File: src/rtl/hex_ascii_streamer.sv
// Streams a WIDTH-bit value as ASCII hex characters, most-significant digit first.
// Optional build macro HEX_ASCII_STREAMER_CRLF_EN appends CR (0x0D) and LF (0x0A) after the digits.
module hex_ascii_streamer #(
   parameter int WIDTH     = 16,
   parameter bit LOWERCASE = 1'b0
) (
   input  logic             clk,
   input  logic             reset,
   input  logic [WIDTH-1:0] in_value,
   input  logic             in_valid,
   output logic             in_ready,
   output logic [7:0]       out_char,
   output logic             out_valid,
   input  logic             out_ready,
   output logic             out_last,
   output logic             busy
);

   localparam int DIGITS = (WIDTH + 3) / 4;
   localparam int VW     = DIGITS * 4;
`ifdef HEX_ASCII_STREAMER_CRLF_EN
   localparam int SEQ_LEN = DIGITS + 2;
`else
   localparam int SEQ_LEN = DIGITS;
`endif
   localparam int CW_RAW = $clog2(DIGITS + 2);
   localparam int CW     = (CW_RAW < 1) ? 1 : CW_RAW;
   localparam logic [CW-1:0] LAST_IDX = CW'(SEQ_LEN - 1);

   typedef enum logic {S_IDLE, S_EMIT} state_t;

   state_t        r_state;
   logic [VW-1:0] r_value;
   logic [CW-1:0] r_cnt;
   logic [7:0]    r_char;
   logic          r_in_ready;
   logic          r_out_valid;
   logic          r_out_last;
   logic          r_busy;

   logic [VW-1:0] w_ext;
   logic [CW-1:0] w_cnt_nxt;
   logic          w_xfer;

   function automatic logic [7:0] hex_char(input logic [3:0] nib);
      if (nib < 4'd10) return 8'h30 + 8'(nib);
      return 8'(nib) + (LOWERCASE ? 8'h57 : 8'h37);
   endfunction

   // Character at sequence position idx: hex digits first, then the optional line ending.
   function automatic logic [7:0] char_at(input logic [VW-1:0] v, input logic [CW-1:0] idx);
      logic [VW-1:0] sh;
      if (int'(idx) < DIGITS) begin
         sh = v >> (4 * (DIGITS - 1 - int'(idx)));
         return hex_char(sh[3:0]);
      end
`ifdef HEX_ASCII_STREAMER_CRLF_EN
      if (int'(idx) == DIGITS) return 8'h0D;
      return 8'h0A;
`else
      return 8'h00;
`endif
   endfunction

   always_comb begin
      w_ext              = '0;
      w_ext[WIDTH-1:0]   = in_value;
      w_xfer             = r_out_valid && out_ready;
      w_cnt_nxt          = r_cnt + CW'(1);
   end

   always_ff @(posedge clk) begin
      if (reset) begin
         r_state     <= S_IDLE;
         r_cnt       <= '0;
         r_char      <= 8'h00;
         r_in_ready  <= 1'b1;
         r_out_valid <= 1'b0;
         r_out_last  <= 1'b0;
         r_busy      <= 1'b0;
      end else begin
         case (r_state)
            S_IDLE: begin
               if (in_valid && r_in_ready) begin
                  r_value     <= w_ext;
                  r_cnt       <= '0;
                  r_char      <= char_at(w_ext, '0);
                  r_out_last  <= (SEQ_LEN == 1);
                  r_out_valid <= 1'b1;
                  r_in_ready  <= 1'b0;
                  r_busy      <= 1'b1;
                  r_state     <= S_EMIT;
               end
            end
            S_EMIT: begin
               if (w_xfer) begin
                  if (r_out_last) begin
                     r_state     <= S_IDLE;
                     r_cnt       <= '0;
                     r_char      <= 8'h00;
                     r_out_valid <= 1'b0;
                     r_out_last  <= 1'b0;
                     r_in_ready  <= 1'b1;
                     r_busy      <= 1'b0;
                  end else begin
                     r_cnt      <= w_cnt_nxt;
                     r_char     <= char_at(r_value, w_cnt_nxt);
                     r_out_last <= (w_cnt_nxt == LAST_IDX);
                  end
               end
            end
            default: r_state <= S_IDLE;
         endcase
      end
   end

   assign in_ready  = r_in_ready;
   assign out_char  = r_char;
   assign out_valid = r_out_valid;
   assign out_last  = r_out_last;
   assign busy      = r_busy;

endmodule
File: config.mk
export PLATFORM = sky130hd
export DESIGN_NAME = hex_ascii_streamer
export DESIGN_NICKNAME = d
export VERILOG_FILES = /design/src/rtl/hex_ascii_streamer.sv
export SDC_FILE = /design/constraint.sdc
export NUM_CORES = 1
export LEC_CHECK = 0
export CORE_MARGIN = 10
export CORE_UTILIZATION = 49
export DETAILED_ROUTE_END_ITERATION = 12
export GPL_ROUTABILITY_DRIVEN = 0
export HOLD_SLACK_MARGIN = 0.15
export PLACE_DENSITY = 0.75
export SLEW_MARGIN = 20
export SYNTH_ARGS = -nofsm -noshare
export SYNTH_HDL_FRONTEND = slang
export SYNTH_SLANG_ARGS = --single-unit
File: constraint.sdc
create_clock -name clk -period 3 [get_ports clk]
set_clock_uncertainty 0.2 [all_clocks]
set_input_delay 0.6 -clock clk [delete_from_list [all_inputs] [get_ports clk]]
set_output_delay 0.6 -clock clk [all_outputs]
set_load 0.005 [all_outputs]
After elaboration in Yosys (flattened, before gate mapping)
Index checks and enable logic that the tools add are counted.
{"block": "totals", "ram_bits": 0, "memories": 0, "in_bits": 20, "latch_bits": 0, "mem_bits_ro": 0, "output_inout_bits": 12, "elab_cells": 75, "reg_bits": 31}
{"block": "classes", "shift": 1, "div": 0, "mul": 0, "bitwise": 2, "n_lt_le_gt_ge": 3, "mux": 47, "n_eq_ne": 4, "reduce_logical": 5, "n_addsub": 6}
{"cell": "8-bit two-way mux", "count": 10}
{"cell": "16-bit by 32-bit >> shifter with 4-bit output", "count": 1}
{"cell": "1-bit two-way mux", "count": 28}
{"cell": "8-bit case mux with 2 select lines", "count": 1}
{"cell": "4-bit by 6-bit adder with 7-bit output, second input constant", "count": 2}
{"cell": "6-bit by 4-bit adder with 7-bit output, first input constant", "count": 2}
{"cell": "3-bit two-way mux", "count": 3}
{"cell": "4-bit < comparator, second input constant", "count": 2}
{"cell": "1-bit case mux with 2 select lines", "count": 4}
{"cell": "3-bit case mux with 2 select lines", "count": 1}
{"cell": "3-bit AND reduction", "count": 2}
{"cell": "2-bit by 1-bit inequality test with 1-bit output, second input constant", "count": 2}
{"cell": "2-bit by 3-bit subtractor with 4-bit output, first input constant", "count": 1}
{"cell": "3-bit by 1-bit adder with 3-bit output, second input constant", "count": 1}
{"cell": "3-bit by 2-bit equality test with 1-bit output, second input constant", "count": 1}
{"cell": "3-bit < comparator, second input constant", "count": 1}
{"cell": "1-bit logical AND", "count": 2}
{"cell": "2-bit inequality test, second input constant", "count": 1}
{"cell": "1-bit inverter", "count": 2}
{"cell": "2-bit AND reduction", "count": 1}

Depth between registers and ports, before layout
Gate-level depths: netlist of run 1.
{"block": "depth", "word_depth": 16, "depth_mapped": 10, "depth_no_buf": 9}

Least setup slack after synthesis of run 1
OpenSTA, ideal clock, no wires.
{"block": "synth_timing", "path_kind": "in2reg", "start": "in reset", "end": "reg r_value[0] (enable)", "n_path_buf": 1, "required_time_ns": 2.391, "setup_slack_ns": 0.414, "path_stages": 2, "arrival_time_ns": 1.977, "setup_ns": 0.409, "path_cell_list": "clkbuf_1 > nor3_1"}
{"block": "synth_between", "elab_chain_cells": 2}
{"item": "from (decl)", "line": "8", "text": "input logic reset,"}
{"item": "1-bit inverter (no line)"}
{"item": "3-bit AND reduction (no line)"}
{"item": "to (signal assigned)", "line": "85", "text": "r_value <= w_ext;"}
{"item": "to (decl)", "line": "33", "text": "logic [VW-1:0] r_value;"}
Every way passes these cells.
A chain may end at the register's enable or synchronous reset.

Worst setup path after layout of run 1
{"block": "layout_timing", "start": "reg r_cnt[0]", "end": "reg r_char[4], in the netlist out_char[4]"}
{"block": "layout_between", "elab_chain_cells": 16, "elab_cells_between_ends": 25, "classes_between": "add/sub: 4; order compare: 2; shift: 1; mux: 18"}
{"item": "from (decl)", "line": "34", "text": "logic [CW-1:0] r_cnt;"}
{"item": "from (signal assigned)", "line": "106", "text": "r_cnt <= w_cnt_nxt;"}
{"item": "3-bit by 1-bit adder with 3-bit output *", "line": "69", "text": "w_cnt_nxt = r_cnt + CW'(1);"}
{"item": "2-bit by 3-bit subtractor with 4-bit output", "line": "54", "text": "sh = v >> (4 * (DIGITS - 1 - int'(idx)));"}
{"item": "16-bit by 32-bit >> shifter with 4-bit output", "line": "54"}
{"item": "4-bit < comparator", "line": "46", "text": "if (nib < 4'd10) return 8'h30 + 8'(nib);"}
{"item": "1-bit two-way mux", "line": "46"}
{"item": "1-bit two-way mux", "line": "53", "text": "if (int'(idx) < DIGITS) begin"}
{"item": "1-bit two-way mux", "line": "97", "text": "if (r_out_last) begin"}
{"item": "1-bit two-way mux", "line": "96", "text": "if (w_xfer) begin"}
{"item": "1-bit two-way mux", "line": "82", "text": "case (r_state)"}
{"item": "1-bit two-way mux", "line": "73", "text": "if (reset) begin"}
{"item": "8-bit two-way mux", "line": "47", "text": "return 8'(nib) + (LOWERCASE ? 8'h57 : 8'h37);"}
{"item": "8-bit two-way mux", "line": "53"}
{"item": "8-bit two-way mux *", "line": "61", "text": "return 8'h00;"}
{"item": "8-bit two-way mux *", "line": "97"}
{"item": "8-bit two-way mux *", "line": "96"}
{"item": "8-bit case mux with 2 select lines *", "line": "82"}
{"item": "to (signal assigned)", "line": "87", "text": "r_char <= char_at(w_ext, '0);"}
{"item": "to (signal assigned)", "line": "107", "text": "r_char <= char_at(r_value, w_cnt_nxt);"}
{"item": "to (decl)", "line": "35", "text": "logic [7:0] r_char;"}
Every way passes the cells marked *; elsewhere a longest branch is shown, timed or not. The select of a mux whose other input is x is not followed.

==> tab_implementation.tex, run 1 <==
\begin{tabular}{lr}
\hline
Metric & Value \\
\hline
\multicolumn{2}{l}{\textbf{GRT}} \\
\quad Global route overflow & 0 \\
\quad First-pass GRT wire length & 5350 um \\
\quad Antenna violations before repair & 0 \\
\quad Maximum number of pins on one net before global-route repair & 17 \\
\quad Overall global routing resource usage & 0.128 \\
\quad Via count of the first global-routing pass & 1,169 \\
\multicolumn{2}{l}{\textbf{Hold path}} \\
\quad Beginning of the worst hold path & out\_char[5]\$\_SDFFE\_PP0P\_ \\
\quad Worst hold path cell count & 2 \\
\quad Hold Path Class & reg -> reg \\
\quad End point of the most critical hold path & out\_char[5]\$\_SDFFE\_PP0P\_ \\
\multicolumn{2}{l}{\textbf{Yosys}} \\
\quad Synth cell types & 45 \\
\quad Most common cell in the synthesized netlist & edfxtp\_1 \\
\quad Post-synth ARST share & 0 \\
\quad Flops \& latches, synth & 30 \\
\quad Cell count after synthesis & 130 \\
\quad Top cell type's share of synthesized area & 0.330 \\
\quad Top cells by area, synth & edfxtp\_1, dfxtp\_1, nor2\_1 \\
\quad Post-synth design cell area & 1460 sq um \\
\quad Synth Flop Type & edfxtp\_1 \\
\quad Total number of yosys warnings & 0 \\
\quad Leading post-synthesis cells by instance count & edfxtp\_1, nor2\_1, dfxtp\_1 \\
\quad Count of flip-flops with a built-in enable after synthesis & 16 \\
\quad Sequential cell area fraction in the yosys report & 0.522 \\
\quad Synth Area per Inst & 11.2 sq um \\
\quad Largest area contributor in the synthesized netlist & edfxtp\_1 \\
\quad Number of nets produced by synthesis & 154 \\
\multicolumn{2}{l}{\textbf{Drt}} \\
\quad Antenna Nets Post-Route & 0 \\
\quad Average via count per standard cell & 5.87 \\
\quad Number of optimization iterations in the first detailed-route pass & 4 \\
\quad Final routed wirelength across all metal layers & 3270 um \\
\quad Detailed router's first-iteration violation count & 88 \\
\quad Number of DRC violations after detailed routing & 0 \\
\quad Routed len/inst & 16.6 um \\
\quad Total number of vias & 1,157 \\
\multicolumn{2}{l}{\textbf{Clock tree}} \\
\quad Insertion delay of the later-clocked pin in the worst-skew pair & 320 ps \\
\quad Clock buffer depth & 2 \\
\quad Post-CTS setup-driven buffer insertion count & 0 \\
\quad Number of H-tree branching levels & 2 \\
\quad Clock buffers created by TritonCTS & 5 \\
\quad TritonCTS clock tree & built \\
\quad Post-CTS Hold Fix Bufs & 0 \\
\quad Post-CTS Resized & 0 \\
\quad Clock slew at reported path FFs & 90 ps \\
\quad Sink Count & 30 \\
\quad Cell at the root of the clock tree & clkbuf\_4 \\
\multicolumn{2}{l}{\textbf{Worst setup path}} \\
\quad Cell family with the largest share of critical-path delay & compound AO/OA/AOI/OAI gates \\
\quad Worst R2R Start & r\_cnt[0]\$\_SDFFE\_PP0P\_ \\
\quad Worst-path cell with the longest stage delay & mux4\_2 \\
\quad Worst Setup End Kind & register \\
\quad Setup slack of the worst register-to-register path & 550 ps \\
\quad Buffers \& Inverters on Critical Path & 2 \\
\quad Highest cell delay on the worst timing path & 400 ps \\
\quad Critical path startpoint category & register \\
\quad Maximum fanout along the worst path & 6 \\
\quad Ordered list of cells on the worst path & inv\_1 > ha\_1 > mux4\_2 > nand2\_1 > ha\_1 > inv\_1 > a21o\_1 > a211o\_1 > a211oi\_2 \\
\quad Worst r2r path cells & 9 \\
\quad Category of the critical setup timing path & reg -> reg \\
\quad Endpoint required time on the critical path & 3050 ps \\
\quad Signal arrival time at the worst endpoint & 2490 ps \\
\quad End of the worst register-to-register path & out\_char[4]\$\_SDFFE\_PP0P\_ \\
\multicolumn{2}{l}{\textbf{STA}} \\
\quad Unrepaired setup endpoints after global routing & no \\
\quad Final hold slack & 298 ps \\
\quad Clock period minus worst slack & 2450 ps \\
\quad Final setup vio count & 0 \\
\quad Least-Margin Pin Slew & 520 ps \\
\quad Setup TNS & 0 ps \\
\quad Ratio of final minimum period to clock period & 0.815 \\
\quad Upper clock frequency limit & 409 MHz \\
\quad Number of max-slew violations in the final report & 0 \\
\quad Slew margin rel. & 0.644 \\
\quad Number of hold violations in the final report & 0 \\
\multicolumn{2}{l}{\textbf{Power and ir drop}} \\
\quad Sequential share of power & 0.510 \\
\quad Net switching fraction of the power & 0.227 \\
\quad Total leakage power & 0.693 nW \\
\quad Power Density & 494 nW/um\^{}2 \\
\quad P\_int & 0.713 mW \\
\quad Combinational group share of total power & 0.158 \\
\quad Switching power & 0.209 mW \\
\quad Largest voltage drop on the vdd net & 0.283 mV \\
\quad Clock network fraction of total power & 0.332 \\
\multicolumn{2}{l}{\textbf{Die}} \\
\quad I/O pin count & 32 \\
\quad Number of rows created at floorplan & 19 \\
\quad DIE WIDTH & 74.5 um \\
\quad Initial Utilization & 0.519 \\
\quad Chip height & 74.5 um \\
\quad Die Footprint & 5550 sq um \\
\quad Area inside the core boundary & 2810 sq um \\
\multicolumn{2}{l}{\textbf{Placement}} \\
\quad Port Buf Inserts & 30 \\
\quad Post-placement cell count & 189 \\
\quad Dpl hpwl & 2510 um \\
\multicolumn{2}{l}{\textbf{Layout}} \\
\quad Fraction of layout instances using a drive strength above 1 & 0.102 \\
\quad Count of nets after finishing & 189 \\
\quad Filler-free cell count of the finished design & 197 \\
\quad Combined area of the multi-input logic cells & 639 sq um \\
\quad Fill cell instance count of the final layout & 220 \\
\quad Register area & 761 sq um \\
\quad Antenna Diode Count & 0 \\
\quad Area Growth Syn to Fin & 28.2\% \\
\multicolumn{2}{l}{\textbf{Run}} \\
\quad Max-cap violations & 0 \\
\multicolumn{2}{l}{\textbf{Status}} \\
\quad Run status & finished clean \\
\hline
\end{tabular}
==> power groups by stage <==
stage / sequential [mW] / combinational [mW] / clock, mW
detailed placement: 0.480 / 0.146 / 0
floorplan: 0.476 / 0.0732 / 0
finish: 0.471 / 0.146 / 0.306
global placement: 0.478 / 0.143 / 0
global route: 0.473 / 0.161 / 0.341
CTS: 0.471 / 0.147 / 0.314
==> metal layers <==
layer  share of wire  vias to the layer above  global-route usage
met5               0                        -                   0
li1                -                      561                   -
met3           0.073                        2              0.0545
met4          0.0070                        0              0.0588
met2            0.51                       40               0.217
met1            0.41                      554               0.136
==> tightest hold or removal path, stage by stage, from the launching register on <==
cell and delay, ps:
dfxtp_1 320, nor2_1 90, nor3_1 50
==> worst max path at each step <==
stage                          endpoint                   from  cells after the start
6_report       out_char[4]$_SDFFE_PP0P_  r_cnt[0]$_SDFFE_PP0P_                      9
5_1_grt        out_char[4]$_SDFFE_PP0P_  r_cnt[0]$_SDFFE_PP0P_                      9
4_1_cts        out_char[4]$_SDFFE_PP0P_  r_cnt[0]$_SDFFE_PP0P_                      9
3_5_place_dp   out_char[0]$_SDFFE_PP0P_              out_ready                      5
3_3_place_gp   out_char[0]$_SDFFE_PP0P_              out_ready                      5
2_1_floorplan      r_value[0]$_DFFE_PP_                  reset                      2
==> stage by stage <==
stage	worst slack [ps]	util	cell area, sq um	total power, mW
floorplan	414	-	1460	0.550
finish	555	0.665	1870	0.922
global route	425	0.665	1870	0.975
CTS	554	0.665	1870	0.932
detailed placement	328	0.639	1790	0.626
global placement	459	0.639	1790	0.621
==> kinds of logic (layout without fill, tap and decap cells) <==
| family | after synthesis | after routing | synth area share |
|---|---|---|---|
| AOI/OAI and AO/OA | 33 | 33 | 0.158 |
| other | 1 | 1 | 0.00257 |
| adders and majority gates | 4 | 4 | 0.0344 |
| DFF | 30 | 30 | 0.522 |
| muxes | 5 | 5 | 0.0739 |
| and+or+nand+nor | 42 | 42 | 0.149 |
| buffers and inverters | 12 | 48 | 0.0421 |
| xor gates and xnor gates | 3 | 3 | 0.0180 |
==> placed cells by master, fill, tap and decap left out, types with 2 or more instances in the layout <==
| cell | netlist | layout |
|---|---|---|
| clkdlybuf4s50_1 | 0 | 30 |
| edfxtp_1 | 16 | 16 |
| nor2_1 | 15 | 15 |
| dfxtp_1 | 14 | 14 |
| a21oi_1 | 9 | 9 |
| nand2_1 | 8 | 8 |
| o21ai_0 | 6 | 6 |
| inv_1 | 5 | 5 |
| clkbuf_4 | 0 | 5 |
| nor3_1 | 5 | 4 |
| ha_1 | 4 | 4 |
| buf_4 | 2 | 4 |
| a311oi_1 | 3 | 3 |
| xnor2_1 | 2 | 2 |
| mux4_1 | 2 | 2 |
| mux4_2 | 2 | 2 |
| a221oi_1 | 2 | 2 |
| nand3_1 | 2 | 2 |
| nor2b_1 | 2 | 2 |
| a211oi_1 | 2 | 2 |
| nand4b_1 | 2 | 2 |
| clkbuf_1 | 2 | 2 |
==> flip-flops by register name, summed over array words and instances (netlist names) <==
name      cells
out_char      7
in_ready      1
r_cnt         3
r_state       1
r_value      16
out_last      1
busy          1
==> layout make-up <==
type                    instances  area share
repair buffers                 34       0.177
clock inverters                 1      0.0161
multi-input cells              88       0.342
inverters                       6      0.0121
flip-flops and latches         30       0.408
clock buffers                   7      0.0241
well taps                      31      0.0208
No activity file was read; power rests on OpenSTA's default activity.
==> run 2: changes to the inputs <==
--- a/config.mk
+++ b/config.mk
@@ -6,11 +6,11 @@
 export NUM_CORES = 1
 export LEC_CHECK = 0
 export CORE_MARGIN = 10
-export CORE_UTILIZATION = 49
+export CORE_UTILIZATION = 45
 export DETAILED_ROUTE_END_ITERATION = 12
 export GPL_ROUTABILITY_DRIVEN = 0
 export HOLD_SLACK_MARGIN = 0.15
-export PLACE_DENSITY = 0.75
+export PLACE_DENSITY = 0.72
 export SLEW_MARGIN = 20
 export SYNTH_ARGS = -nofsm -noshare
 export SYNTH_HDL_FRONTEND = slang
==> constraint.sdc (replaced) <==
create_clock -name clk -period 2.15 [get_ports clk]
set_clock_uncertainty 0.2 [all_clocks]
set_input_delay 0.43 -clock clk [delete_from_list [all_inputs] [get_ports clk]]
set_output_delay 0.43 -clock clk [all_outputs]
set_load 0.005 [all_outputs]
==> tab_implementation.tex, run 2 (synthesis results as in run 1) <==
\begin{tabular}{lr}
\hline
Metric & Value \\
\hline
\multicolumn{2}{l}{\textbf{Power and ir drop}} \\
\quad Total leakage power & 0.785 nW (was 0.693 nW) \\
\quad Largest voltage drop on the vdd net & 0.426 mV (was 0.283 mV) \\
\quad Power Density & 645 nW/um\^{}2 (was 494 nW/um\^{}2) \\
\multicolumn{2}{l}{\textbf{STA}} \\
\quad Upper clock frequency limit & 460 MHz (was 409 MHz) \\
\quad Number of max-slew violations in the final report & 0 (unchanged) \\
\quad Number of hold violations in the final report & 0 (unchanged) \\
\quad Post-layout worst setup margin & -22.8 ps (was 555 ps) \\
\quad Unrepaired setup endpoints after global routing & yes (was no) \\
\quad Clock period minus worst slack & 2170 ps (was 2450 ps) \\
\quad Final setup vio count & 3 (was 0) \\
\quad Setup TNS & -39.5 ps (was 0 ps) \\
\quad Ratio of final minimum period to clock period & 1.01 (was 0.815) \\
\multicolumn{2}{l}{\textbf{Clock tree}} \\
\quad Number of H-tree branching levels & 2 (unchanged) \\
\quad Insertion delay of the later-clocked pin in the worst-skew pair & 350 ps (was 320 ps) \\
\quad Sink Count & 30 (unchanged) \\
\quad Clock buffer depth & 2 (unchanged) \\
\quad Clock slew at reported path FFs & 110 ps (was 90 ps) \\
\quad Clock buffers created by TritonCTS & 5 (unchanged) \\
\quad TritonCTS clock tree & built (unchanged) \\
\quad Cell at the root of the clock tree & clkbuf\_4 (unchanged) \\
\quad Post-CTS Hold Fix Bufs & 0 (unchanged) \\
\multicolumn{2}{l}{\textbf{GRT}} \\
\quad Via count of the first global-routing pass & 1,267 (was 1,169) \\
\quad Antenna violations before repair & 0 (unchanged) \\
\quad Maximum number of pins on one net before global-route repair & 17 (unchanged) \\
\quad Overall global routing resource usage & 0.125 (was 0.128) \\
\quad First-pass GRT wire length & 5950 um (was 5350 um) \\
\quad Global route overflow & 0 (unchanged) \\
\multicolumn{2}{l}{\textbf{Layout}} \\
\quad Register with the highest flop count & r\_value (unchanged) \\
\quad Largest register FFs & 16 (unchanged) \\
\quad Area Growth Syn to Fin & 45.8\% (was 28.2\%) \\
\quad Fraction of layout instances using a drive strength above 1 & 0.301 (was 0.102) \\
\quad Antenna Diode Count & 0 (unchanged) \\
\quad Finished Cell Area & 2120 sq um (was 1870 sq um) \\
\quad Count of nets after finishing & 206 (was 189) \\
\quad Most common cell after layout, fill and taps aside & clkdlybuf4s50\_1 (unchanged) \\
\quad Leading cell types in the layout, fill and taps excluded & clkdlybuf4s50\_1, buf\_4, edfxtp\_1, nor2\_1, dfxtp\_1 (was clkdlybuf4s50\_1, edfxtp\_1, nor2\_1, dfxtp\_1, a21oi\_1) \\
\quad Filler-free cell count of the finished design & 227 (was 197) \\
\multicolumn{2}{l}{\textbf{Drt}} \\
\quad Number of optimization iterations in the first detailed-route pass & 4 (unchanged) \\
\quad Final routed wirelength across all metal layers & 3600 um (was 3270 um) \\
\quad Number of DRC violations after detailed routing & 0 (unchanged) \\
\quad Detailed router's first-iteration violation count & 41 (was 88) \\
\quad Routed len/inst & 15.9 um (was 16.6 um) \\
\quad Total number of vias & 1,229 (was 1,157) \\
\quad Antenna Nets Post-Route & 0 (unchanged) \\
\quad Average via count per standard cell & 5.41 (was 5.87) \\
\multicolumn{2}{l}{\textbf{Placement}} \\
\quad Dpl hpwl & 2640 um (was 2510 um) \\
\quad Post-placement cell count & 216 (was 189) \\
\quad Port Buf Inserts & 30 (unchanged) \\
\quad Area of placed instances & 1940 sq um (was 1790 sq um) \\
\multicolumn{2}{l}{\textbf{Worst setup path}} \\
\quad Endpoint required time on the critical path & 2230 ps (was 3050 ps) \\
\quad Worst r2r path cells & 9 (unchanged) \\
\quad Critical path startpoint category & register (unchanged) \\
\quad Worst R2R Start & r\_cnt[0]\$\_SDFFE\_PP0P\_ (unchanged) \\
\quad Signal arrival time at the worst endpoint & 2250 ps (was 2490 ps) \\
\quad Maximum fanout along the worst path & 4 (was 6) \\
\quad Worst Setup End Kind & register (unchanged) \\
\quad Category of the critical setup timing path & reg -> reg (unchanged) \\
\quad End of the worst register-to-register path & out\_char[4]\$\_SDFFE\_PP0P\_ (unchanged) \\
\quad Setup slack of the worst register-to-register path & -20 ps (was 550 ps) \\
\multicolumn{2}{l}{\textbf{Status}} \\
\quad Violations in the final reports & setup timing \\
\quad Run status & finished with violations (was finished clean) \\
\multicolumn{2}{l}{\textbf{Die}} \\
\quad Chip height & 76.9 um (was 74.5 um) \\
\quad Area inside the core boundary & 3080 sq um (was 2810 sq um) \\
\quad Number of rows created at floorplan & 20 (was 19) \\
\quad Initial Utilization & 0.473 (was 0.519) \\
\quad I/O pin count & 32 (unchanged) \\
\quad Die Footprint & 5910 sq um (was 5550 sq um) \\
\quad DIE WIDTH & 76.9 um (was 74.5 um) \\
\multicolumn{2}{l}{\textbf{Hold path}} \\
\quad End point of the most critical hold path & out\_char[1]\$\_SDFFE\_PP0P\_ (was out\_char[5]\$\_SDFFE\_PP0P\_) \\
\quad Worst hold path cell count & 2 (unchanged) \\
\quad Hold Path Class & reg -> reg (unchanged) \\
\quad Beginning of the worst hold path & out\_char[1]\$\_SDFFE\_PP0P\_ (was out\_char[5]\$\_SDFFE\_PP0P\_) \\
\multicolumn{2}{l}{\textbf{Run}} \\
\quad Max-cap violations & 0 (unchanged) \\
\hline
\end{tabular}
==> run 2: cell types whose count changed in the layout (fill, tap and decap cells not counted), sizes merged <==
cell | before | now
buf | 4 | 21
clkbuf | 7 | 5
clkinvlp | 0 | 2
==> run 2: timing repair <==
action,CTS,global route
setup endpoints to repair,7,7
pin swaps,4,3
cloned,0,0
resized for setup,15,8
buffers inserted,2,1
==> run 2: critical path, stage by stage (launching register included) <==
cell and delay, ps:
dfxtp_4 380, inv_2 40, ha_4 280, mux4_2 320, nand2_2 100, ha_4 140
inv_2 30, a21o_1 160, a211o_1 260, a211oi_2 170
==> run 2: cell type report <==
class,count,area (sq um)
fill,242,955
sequential,30,767
multi-input combinational,88,714
timing repair buffer,51,482
tap,44,55.1
clock inverter,3,45.0
clock buffer,5,37.5
inverter,6,22.5
==> run 2: report_power, final <==
part           internal, mW  leakage [nW]  total (mW)  switching, mW
logic                 0.143         0.484       0.255          0.112
clock network         0.244        0.0374       0.463          0.219
registers             0.635         0.264       0.652         0.0170
total                  1.02         0.785        1.37          0.348
==> run 2: worst max-delay path by stage <==
stage,start,end,cells after the start
2_1_floorplan,r_cnt[0]$_SDFFE_PP0P_,out_char[4]$_SDFFE_PP0P_,10
3_3_place_gp,out_ready,out_char[0]$_SDFFE_PP0P_,5
3_5_place_dp,out_ready,out_char[0]$_SDFFE_PP0P_,5
4_1_cts,r_cnt[0]$_SDFFE_PP0P_,out_char[4]$_SDFFE_PP0P_,9
5_1_grt,r_cnt[0]$_SDFFE_PP0P_,out_char[4]$_SDFFE_PP0P_,9
6_report,r_cnt[0]$_SDFFE_PP0P_,out_char[4]$_SDFFE_PP0P_,9
==> run 2: per-layer routing <==
metal / routed length (um) / up-vias / part of all wire / global-route usage
li1: - / 594 / - / -
met1: 1470 / 597 / 0.41 / 0.133
met2: 1860 / 29 / 0.51 / 0.209
met3: 202 / 9 / 0.056 / 0.0524
met4: 78 / 0 / 0.022 / 0.0613
met5: 0 / - / 0 / 0
==> run 2: metrics by stage <==
step / hold slack, ps / utilization / power [mW] / setup WS (ps)
2_1_floorplan: 284 / - / 0.769 / -64.0
3_3_place_gp: 282 / 0.631 / 0.892 / -138
3_5_place_dp: 287 / 0.631 / 0.899 / -256
4_1_cts: 305 / 0.675 / 1.37 / -32.1
5_1_grt: 333 / 0.690 / 1.44 / -122
6_report: 306 / 0.690 / 1.37 / -22.8
